<file path="config.mk">
export PLATFORM = sky130hd
export DESIGN_NAME = bgr_startup_ctrl
export DESIGN_NICKNAME = d
export VERILOG_FILES = /design/src/rtl/bgr_startup_ctrl.sv
export SDC_FILE = /design/constraint.sdc
export NUM_CORES = 1
export LEC_CHECK = 0
export ABC_AREA = 1
export CAP_MARGIN = 0
export CORE_MARGIN = 3
export CORE_UTILIZATION = 57
export DETAILED_ROUTE_END_ITERATION = 10
export PLACE_DENSITY = 0.79
export SLEW_MARGIN = 20
export SYNTH_ARGS = -nofsm -noshare
export SYNTH_HDL_FRONTEND = slang
export SYNTH_SLANG_ARGS = --single-unit
</file>
<file path="constraint.sdc">
create_clock -name clk -period 2.6 [get_ports clk]
set_input_delay 0.26 -clock clk [delete_from_list [all_inputs] [get_ports clk]]
set_output_delay 0.26 -clock clk [all_outputs]
set_load 0.03 [all_outputs]
</file>
<file path="src/rtl/bgr_startup_ctrl.sv">
`default_nettype none
// ============================================================================
//  Module   : bgr_startup_ctrl
//  Brief    : Startup kick, settle, qualification and brown-out supervision
//             sequencer for the bandgap reference core.
//  Revision : 1.0 - initial release
// ============================================================================
module bgr_startup_ctrl #(
   parameter int PORST_CYCLES  = 64,
   parameter int SETTLE_CYCLES = 1024,
   parameter int GOOD_CYCLES   = 16,
   parameter int MAX_RETRIES   = 3,
   parameter int CNT_W         = 12
) (
   input  logic       clk,
   input  logic       rst_n,
   input  logic       enable,
   input  logic       vbg_ok,
   output logic       porst,
   output logic       bgr_ready,
   output logic       bgr_fault,
   output logic [3:0] retry_cnt,
   output logic [2:0] state_o
);

   localparam int QCNT_W = $clog2(GOOD_CYCLES + 1);

   localparam logic [CNT_W-1:0]  c_porst_last  = CNT_W'(PORST_CYCLES - 1);
   localparam logic [CNT_W-1:0]  c_settle_last = CNT_W'(SETTLE_CYCLES - 1);
   localparam logic [QCNT_W-1:0] c_good        = QCNT_W'(GOOD_CYCLES);
   localparam logic [QCNT_W-1:0] c_good_last   = QCNT_W'(GOOD_CYCLES - 1);
   localparam logic [3:0]        c_max_retries = 4'(MAX_RETRIES);

   typedef enum logic [2:0] {
      ST_IDLE   = 3'd0,
      ST_KICK   = 3'd1,
      ST_SETTLE = 3'd2,
      ST_CHECK  = 3'd3,
      ST_READY  = 3'd4,
      ST_FAULT  = 3'd5
   } state_t;

   state_t              r_state;
   state_t              w_next;
   logic                w_fail;
   logic                w_entry;
   logic                r_sync1;
   logic                r_ok_s;
   logic [CNT_W-1:0]    r_timer;
   logic [QCNT_W-1:0]   r_qcnt;

   assign state_o = r_state;
   assign w_entry = (w_next != r_state);

   // Two-flop synchronizer for the asynchronous window comparator output
   always_ff @(posedge clk or negedge rst_n) begin
      if (!rst_n) begin
         r_sync1 <= 1'b0;
         r_ok_s  <= 1'b0;
      end else begin
         r_sync1 <= vbg_ok;
         r_ok_s  <= r_sync1;
      end
   end

   // State register
   always_ff @(posedge clk or negedge rst_n) begin
      if (!rst_n) begin
         r_state <= ST_IDLE;
      end else begin
         r_state <= w_next;
      end
   end

   // Next-state decode; enable=0 overrides every other transition
   always_comb begin
      w_next = r_state;
      w_fail = 1'b0;
      case (r_state)
         ST_IDLE: begin
            if (enable) w_next = ST_KICK;
         end
         ST_KICK: begin
            if (r_timer == c_porst_last) w_next = ST_SETTLE;
         end
         ST_SETTLE: begin
            if (r_timer == c_settle_last) w_next = ST_CHECK;
         end
         ST_CHECK: begin
            // Qualification takes priority over a coincident timeout
            if (r_ok_s && (r_qcnt == c_good_last)) begin
               w_next = ST_READY;
            end else if (r_timer == c_settle_last) begin
               w_fail = 1'b1;
            end
         end
         ST_READY: begin
            if (!r_ok_s && (r_qcnt == c_good_last)) w_fail = 1'b1;
         end
         ST_FAULT: begin
            w_next = ST_FAULT;
         end
         default: begin
            w_next = ST_IDLE;
         end
      endcase
      if (w_fail) begin
         w_next = (retry_cnt < c_max_retries) ? ST_KICK : ST_FAULT;
      end
      if (!enable) begin
         w_fail = 1'b0;
         w_next = ST_IDLE;
      end
   end

   // Phase timer: zero on every state entry, counts in timed states
   always_ff @(posedge clk or negedge rst_n) begin
      if (!rst_n) begin
         r_timer <= '0;
      end else if (w_entry) begin
         r_timer <= '0;
      end else if ((r_state == ST_KICK) || (r_state == ST_SETTLE) || (r_state == ST_CHECK)) begin
         r_timer <= r_timer + 1'b1;
      end else begin
         r_timer <= '0;
      end
   end

   // Qualify counter: consecutive good samples in CHECK, bad samples in READY
   always_ff @(posedge clk or negedge rst_n) begin
      if (!rst_n) begin
         r_qcnt <= '0;
      end else if (w_entry) begin
         r_qcnt <= '0;
      end else if (((r_state == ST_CHECK) && r_ok_s) || ((r_state == ST_READY) && !r_ok_s)) begin
         if (r_qcnt != c_good) r_qcnt <= r_qcnt + 1'b1;
      end else begin
         r_qcnt <= '0;
      end
   end

   // Retry counter: bumps per re-kick, cleared on READY entry and in IDLE
   always_ff @(posedge clk or negedge rst_n) begin
      if (!rst_n) begin
         retry_cnt <= 4'd0;
      end else if (w_next == ST_IDLE) begin
         retry_cnt <= 4'd0;
      end else if (w_fail && (w_next == ST_KICK)) begin
         retry_cnt <= retry_cnt + 4'd1;
      end else if ((w_next == ST_READY) && (r_state != ST_READY)) begin
         retry_cnt <= 4'd0;
      end
   end

   // Registered outputs decoded from the next state so they track r_state
   always_ff @(posedge clk or negedge rst_n) begin
      if (!rst_n) begin
         porst     <= 1'b0;
         bgr_ready <= 1'b0;
         bgr_fault <= 1'b0;
      end else begin
         porst     <= (w_next == ST_KICK);
         bgr_ready <= (w_next == ST_READY);
         bgr_fault <= (w_next == ST_FAULT);
      end
   end

endmodule
`default_nettype wire

</file>
==> results.yml, run 1 <==
run_status:
  status: "finished clean"
layout:
  diodes: 0
  final_area_sq_mm: 0.00190
  fin_util_pct: 68.4
  final_nets: 231
  area_growth_pct: 13.1
  fillers: 210
  drive_above_1_share_pct: 21.2
hold_path:
  hold_path_class: "input port to async pin"
setup_path:
  cpPeakStageDelay_ns: 0.40
  cp_cell_sequence: "ha_1 > nand2_1 > nor2_1 > ha_1 > nand2_1 > inv_1 > nor2_2 > nand3_2 > nand2_4 > nand2_2 > nand3_4 > nand2_2 > nand2_2 > nand3_4 > nor2_2"
  critPathLaunchType: "register"
  path_delay_family: "simple AND/OR/NAND/NOR gates"
  crit_slowest_cell: "dfrtp_1"
  worstSetupPathType: "register to register"
  end_kind: "register"
  worstPathMaxFanout: 12
  crit_path_frequent_cell: "nand2_2"
  cp.required_ns: 2.85
  crit_arrival_ns: 2.51
  path_buf_inv: 1
timing:
  tns_ns: 0
  finalCritPeriodShare_pct: 86.7
  hold_viol_final: 0
  fmax_ghz: 0.444
  period_minus_slack_ns: 2.25
  max-slew-margin-rel_pct: 73.6
  tightestPinTransition_ns: 0.396
  setup_viol: 0
  slew_violations: 0
  rsz0062_at_grt: "no"
  fin_skew_ns: 0.00590
  setup_ws_ns: 0.345
place:
  dp.final_hpwl_um: 2370
  gp_congestion: 0.856
  place_area_sq_mm: 0.00184
  dp_slack_ns: 0.185
  numPortBuffers: 13
global_route:
  grt_overflow_total: 0
  grt_pass1_vias: 1298
  grtUsageTotal_pct: 20.5
  grt_pass1_wl_um: 5440
  grt_max_degree: 30
  antenna_found_initial: 0
flow_run:
  drv_cap: 0
synthesis:
  synth.top_cells.by_area: "dfrtp_1 43%, nand2_1 7.1%, nor2_1 6.5%"
  yosys.area.top_type: "dfrtp_1"
  synth_common_cells: "32 x nand2_1, 29 x dfrtp_1, 29 x nor2_1, 24 x inv_1, 16 x nand3_1"
  synth_top_area_share_pct: 43.2
  synth_edf_count: 0
  synth.distinct_cells: 29
  ys.flop_type: "dfrtp_1"
  seq_area_frac_synth_pct: 43.2
  syn_area_per_cell_sq_um: 8.28
  ys_warn_count: 0
  ys_async_sr_fraction_pct: 100
  synth_cells: 203
  synth_most_common_cell: "nand2_1"
  syn_area_sq_mm: 0.00168
  synth_fp_nets: 212
  ys_seq_elements: 29
cts:
  cts_sinks: 29
  htreeDepth: 2
  max-clock-path-buffers: 2
  clock_insertion_delay_worst_skew_ns: 0.32
  cts_hold_buf: 0
  cts_inserted_buffers: 5
  cts_root_buffer: "clkbuf_4"
  cts_setup_buffers: 0
  cts_repair_resize_count: 0
  cts_tree: "yes"
  clk_pin_slew_ns: 0.09
floorplanning:
  ios: 14
  die_h_um: 60.3
  start_util_pct: 60.5
  num_rows: 19
  core_sq_mm: 0.00278
  die_area_sq_mm: 0.00364
  die_x_um: 60.3
power:
  leakagePower_uw: 0.000912
  power_density_mw_per_mm2: 420
  peakVddDrop_uv: 331
route:
  antenna_left: 0
  drc: 0
  met2_length_um: 1600
  top_layer: "met4"
  detail_route.wl_per_cell_um: 12.4
  routed-wl-met3_um: 124
  routed_wl_um: 3130
  viasPerCell: 5.34
  met1_length_um: 1330
  drt_iter0_drc: 34
  drt_first_pass_iters: 4
  vias: 1350
path summary, 6_finish.rpt:
check                                from     endpoint  slack (ns)  cells after the start
worst max-delay path            r_qcnt[0]   r_timer[2]        0.35                     15
worst min-delay path                rst_n   r_timer[7]        0.31                      2
worst max register to register  r_qcnt[0]   r_timer[2]        0.35                     15
worst min register to register    r_sync1       r_ok_s        0.35                      0
max in group asynchronous           rst_n  r_timer[11]        2.02                      2
min in group clk                  r_sync1       r_ok_s        0.35                      0
state kept, by name, indices dropped and copies added, names as in the netlist:
name	count
r_timer	12
retry_cnt	4
bgr_fault	1
r_qcnt	5
state_o	3
r_ok_s	1
bgr_ready	1
r_sync1	1
porst	1
layout make-up:
| type | instances | area [sq um] | area share [%] |
|---|---|---|---|
| timing repair buffer | 14 | 138 | 7.24 |
| tap | 31 | 38.8 | 2.04 |
| clock buffer | 7 | 55.1 | 2.89 |
| inverter | 28 | 105 | 5.53 |
| sequential | 29 | 726 | 38.2 |
| multi-input combinational | 144 | 840 | 44.1 |
layout by cell type, fill, tap and decap left out, types with 3 or more instances in the layout:
cell type,count
a21oi_1,3
clkbuf_4,5
clkdlybuf4s50_1,13
dfrtp_1,29
ha_1,5
inv_1,24
inv_2,4
nand2_1,32
nand2_2,5
nand2_4,3
nand3_1,16
nand3_2,3
nand4_1,5
nor2_1,29
nor2_2,12
o21ai_0,5
or2_2,5
xor2_1,5
per-layer routing:
layer  GRT usage, %  vias to the layer above
met5              0                        -
met4           10.4                        0
met3           4.54                        9
met2           35.2                       30
met1           23.8                      622
li1               -                      689
cell families after synthesis:
family,synth area share (%)
flip-flops,43.2
adder cells (fa/ha/maj),3.72
AO/OA/AOI/OAI,4.17
AND/OR/NAND/NOR,39.0
buffers and inverters,7.37
XOR/XNOR,2.60
stage by stage:
stage | power, uW | hold slack, ns | std cells
after floorplan | 513 | -0.0356 | 203
after global placement | 537 | 0.333 | 246
after detailed placement | 539 | 0.337 | 246
after CTS | 813 | 0.306 | 253
after global routing | 841 | 0.319 | 253
final | 800 | 0.308 | 253
power breakdown:
part	switching, uW	internal, uW
Clock	142	127
Sequential	5.79	456
Combinational	47.3	20.5
Note: power is estimated with default switching activity, not from simulation.
==> run 2: changes to the inputs <==
CORE_MARGIN = 8   (was 3)
==> results.yml, run 2 (same netlist as run 1, synthesis figures left out) <==
cts:
  cts_root_buffer: "clkbuf_4"
  htreeDepth: 2
  cts_inserted_buffers: 5
  cts_tree: "yes"
  clk_pin_slew_ns: 0.08
  cts_sinks: 29
  clock_insertion_delay_worst_skew_ns: 0.32
  cts_hold_buf: 0
  max-clock-path-buffers: 2
global_route:
  grt_max_degree: 30
  grtUsageTotal_pct: 14.7
  grt_pass1_wl_um: 5980
  grt_pass1_vias: 1419
  antenna_found_initial: 0
  grt_overflow_total: 0
setup_path:
  worstPathMaxFanout: 12
  crit_slowest_cell: "dfrtp_1"
  critPathLaunchType: "register"
  end_kind: "register"
  crit_arrival_ns: 2.52
  worstSetupPathType: "register to register"
  path_delay_family: "simple AND/OR/NAND/NOR gates"
  cp.required_ns: 2.85
  path_buf_inv: 1
  cpPeakStageDelay_ns: 0.40
  cp_cell_sequence: "ha_1 > nand2_1 > nor2_1 > ha_1 > nand2_1 > inv_1 > nor2_2 > nand3_2 > nand2_4 > nand2_2 > nand3_4 > nand2_2 > nand2_2 > nand3_4 > nor2_1"
  crit_path_frequent_cell: "nand2_2"
timing:
  slew_violations: 0
  hold_viol_final: 0
  finalCritPeriodShare_pct: 87.0
  period_minus_slack_ns: 2.26
  tightestPinTransition_ns: 0.415
  tns_ns: 0
  fmax_ghz: 0.442
  fin_skew_ns: 0.00829
  max-slew-margin-rel_pct: 72.3
  rsz0062_at_grt: "no"
  setup_viol: 0
layout:
  final_nets: 231
  largest_reg_flops: 12
  final_area_sq_mm: 0.00190
  fillers: 219
  diodes: 0
  layout_top_registers: "r_timer x12, r_qcnt x5, retry_cnt x4"
  final_common_cell: "nand2_1"
  seq_area_sq_um: 726
  area_growth_pct: 13.1
  layout_common_cells: "32 x nand2_1, 29 x nor2_1, 29 x dfrtp_1"
  multi_input_area_sq_um: 840
  drive_above_1_share_pct: 21.2
  largest_register: "r_timer"
flow_run:
  drv_cap: 0
power:
  intPower_uw: 604
  peakVddDrop_uv: 350
  p_seq_share_pct: 57.9
  p_comb_share_pct: 8.6
  leakagePower_uw: 0.000912
  pwr-share-clk_pct: 33.6
  power.share.switching_pct: 24.3
  p_switching_uw: 194
  power_density_mw_per_mm2: 420
floorplanning:
  ios: 14
  die_h_um: 70.3
  core_sq_mm: 0.00278
  die_area_sq_mm: 0.00494
  num_rows: 19
  die_x_um: 70.3
  start_util_pct: 60.5
place:
  dp.final_hpwl_um: 2540
  numPortBuffers: 13
  place_area_sq_mm: 0.00184
  gp_congestion: 0.855
route:
  viasPerCell: 5.35
  drt_first_pass_iters: 4
  drt_iter0_drc: 88
  routed_wl_um: 3320
  detail_route.wl_per_cell_um: 13.1
  vias: 1353
  drc: 0
  antenna_left: 0
hold_path:
  hold_path_class: "input port to async pin"
run_status:
  status: "finished clean"
## run 2: cell type report
cell class	instances	share of cell area, %
multi-input cells	144	44.1
flip-flops and latches	29	38.2
repair buffers	14	7.24
inverters	28	5.53
clock buffers	7	2.89
well taps	31	2.04
## run 2: worst paths after layout
check	startpoint	depth (start not counted)	to	slack [ns]
min in group clk	r_sync1	0	r_ok_s	0.36
max	r_qcnt[0]	15	r_timer[0]	0.34
max reg2reg	r_qcnt[0]	15	r_timer[0]	0.34
max in group asynchronous	rst_n	2	r_qcnt[0]	2.02
min	rst_n	2	r_timer[7]	0.30
min reg2reg	r_sync1	0	r_ok_s	0.36
## run 2: power groups by stage
stage	sequential [uW]	clock [uW]	combinational, uW
after floorplan	475	0	38.5
after global placement	471	0	66.2
after detailed placement	471	0	68.3
after CTS	462	283	68.4
after global routing	463	303	75.2
final	462	268	68.2
## run 2: per-layer routing
layer | part of all wire [%] | vias up | track usage, %
met5 | 0 | - | 0
met4 | 1.4 | 0 | 6.92
met3 | 4.8 | 6 | 5.37
met1 | 41 | 645 | 15.1
li1 | - | 676 | -
met2 | 52 | 26 | 25.9
## run 2: per-stage QoR
step | setup WS (ns) | cells | power [uW] | hold WS, ns | utilization [%]
4_1_cts | 0.171 | 253 | 813 | 0.300 | 68.1
6_report | 0.338 | 253 | 798 | 0.302 | 68.4
3_3_place_gp | 0.317 | 246 | 537 | 0.333 | 66.1
3_5_place_dp | 0.175 | 246 | 539 | 0.342 | 66.1
5_1_grt | 0.121 | 253 | 841 | 0.318 | 68.4
2_1_floorplan | 0.566 | 203 | 513 | -0.0356 | -
## run 2: worst reg2reg max path, delay by kind of cell (launching register included)
| kind | cells | cell delay [ns] |
|---|---|---|
| flip-flops | 1 | 0.40 |
| buffers and inverters | 1 | 0.06 |
| adder cells (fa/ha/maj) | 2 | 0.41 |
| AND/OR/NAND/NOR | 12 | 1.35 |
## run 2: repair_timing
action	CTS	global route
endpoints found under the setup margin	0	1
endpoints found under the hold margin	0	0
gates resized for setup	0	1
setup buffers	0	0
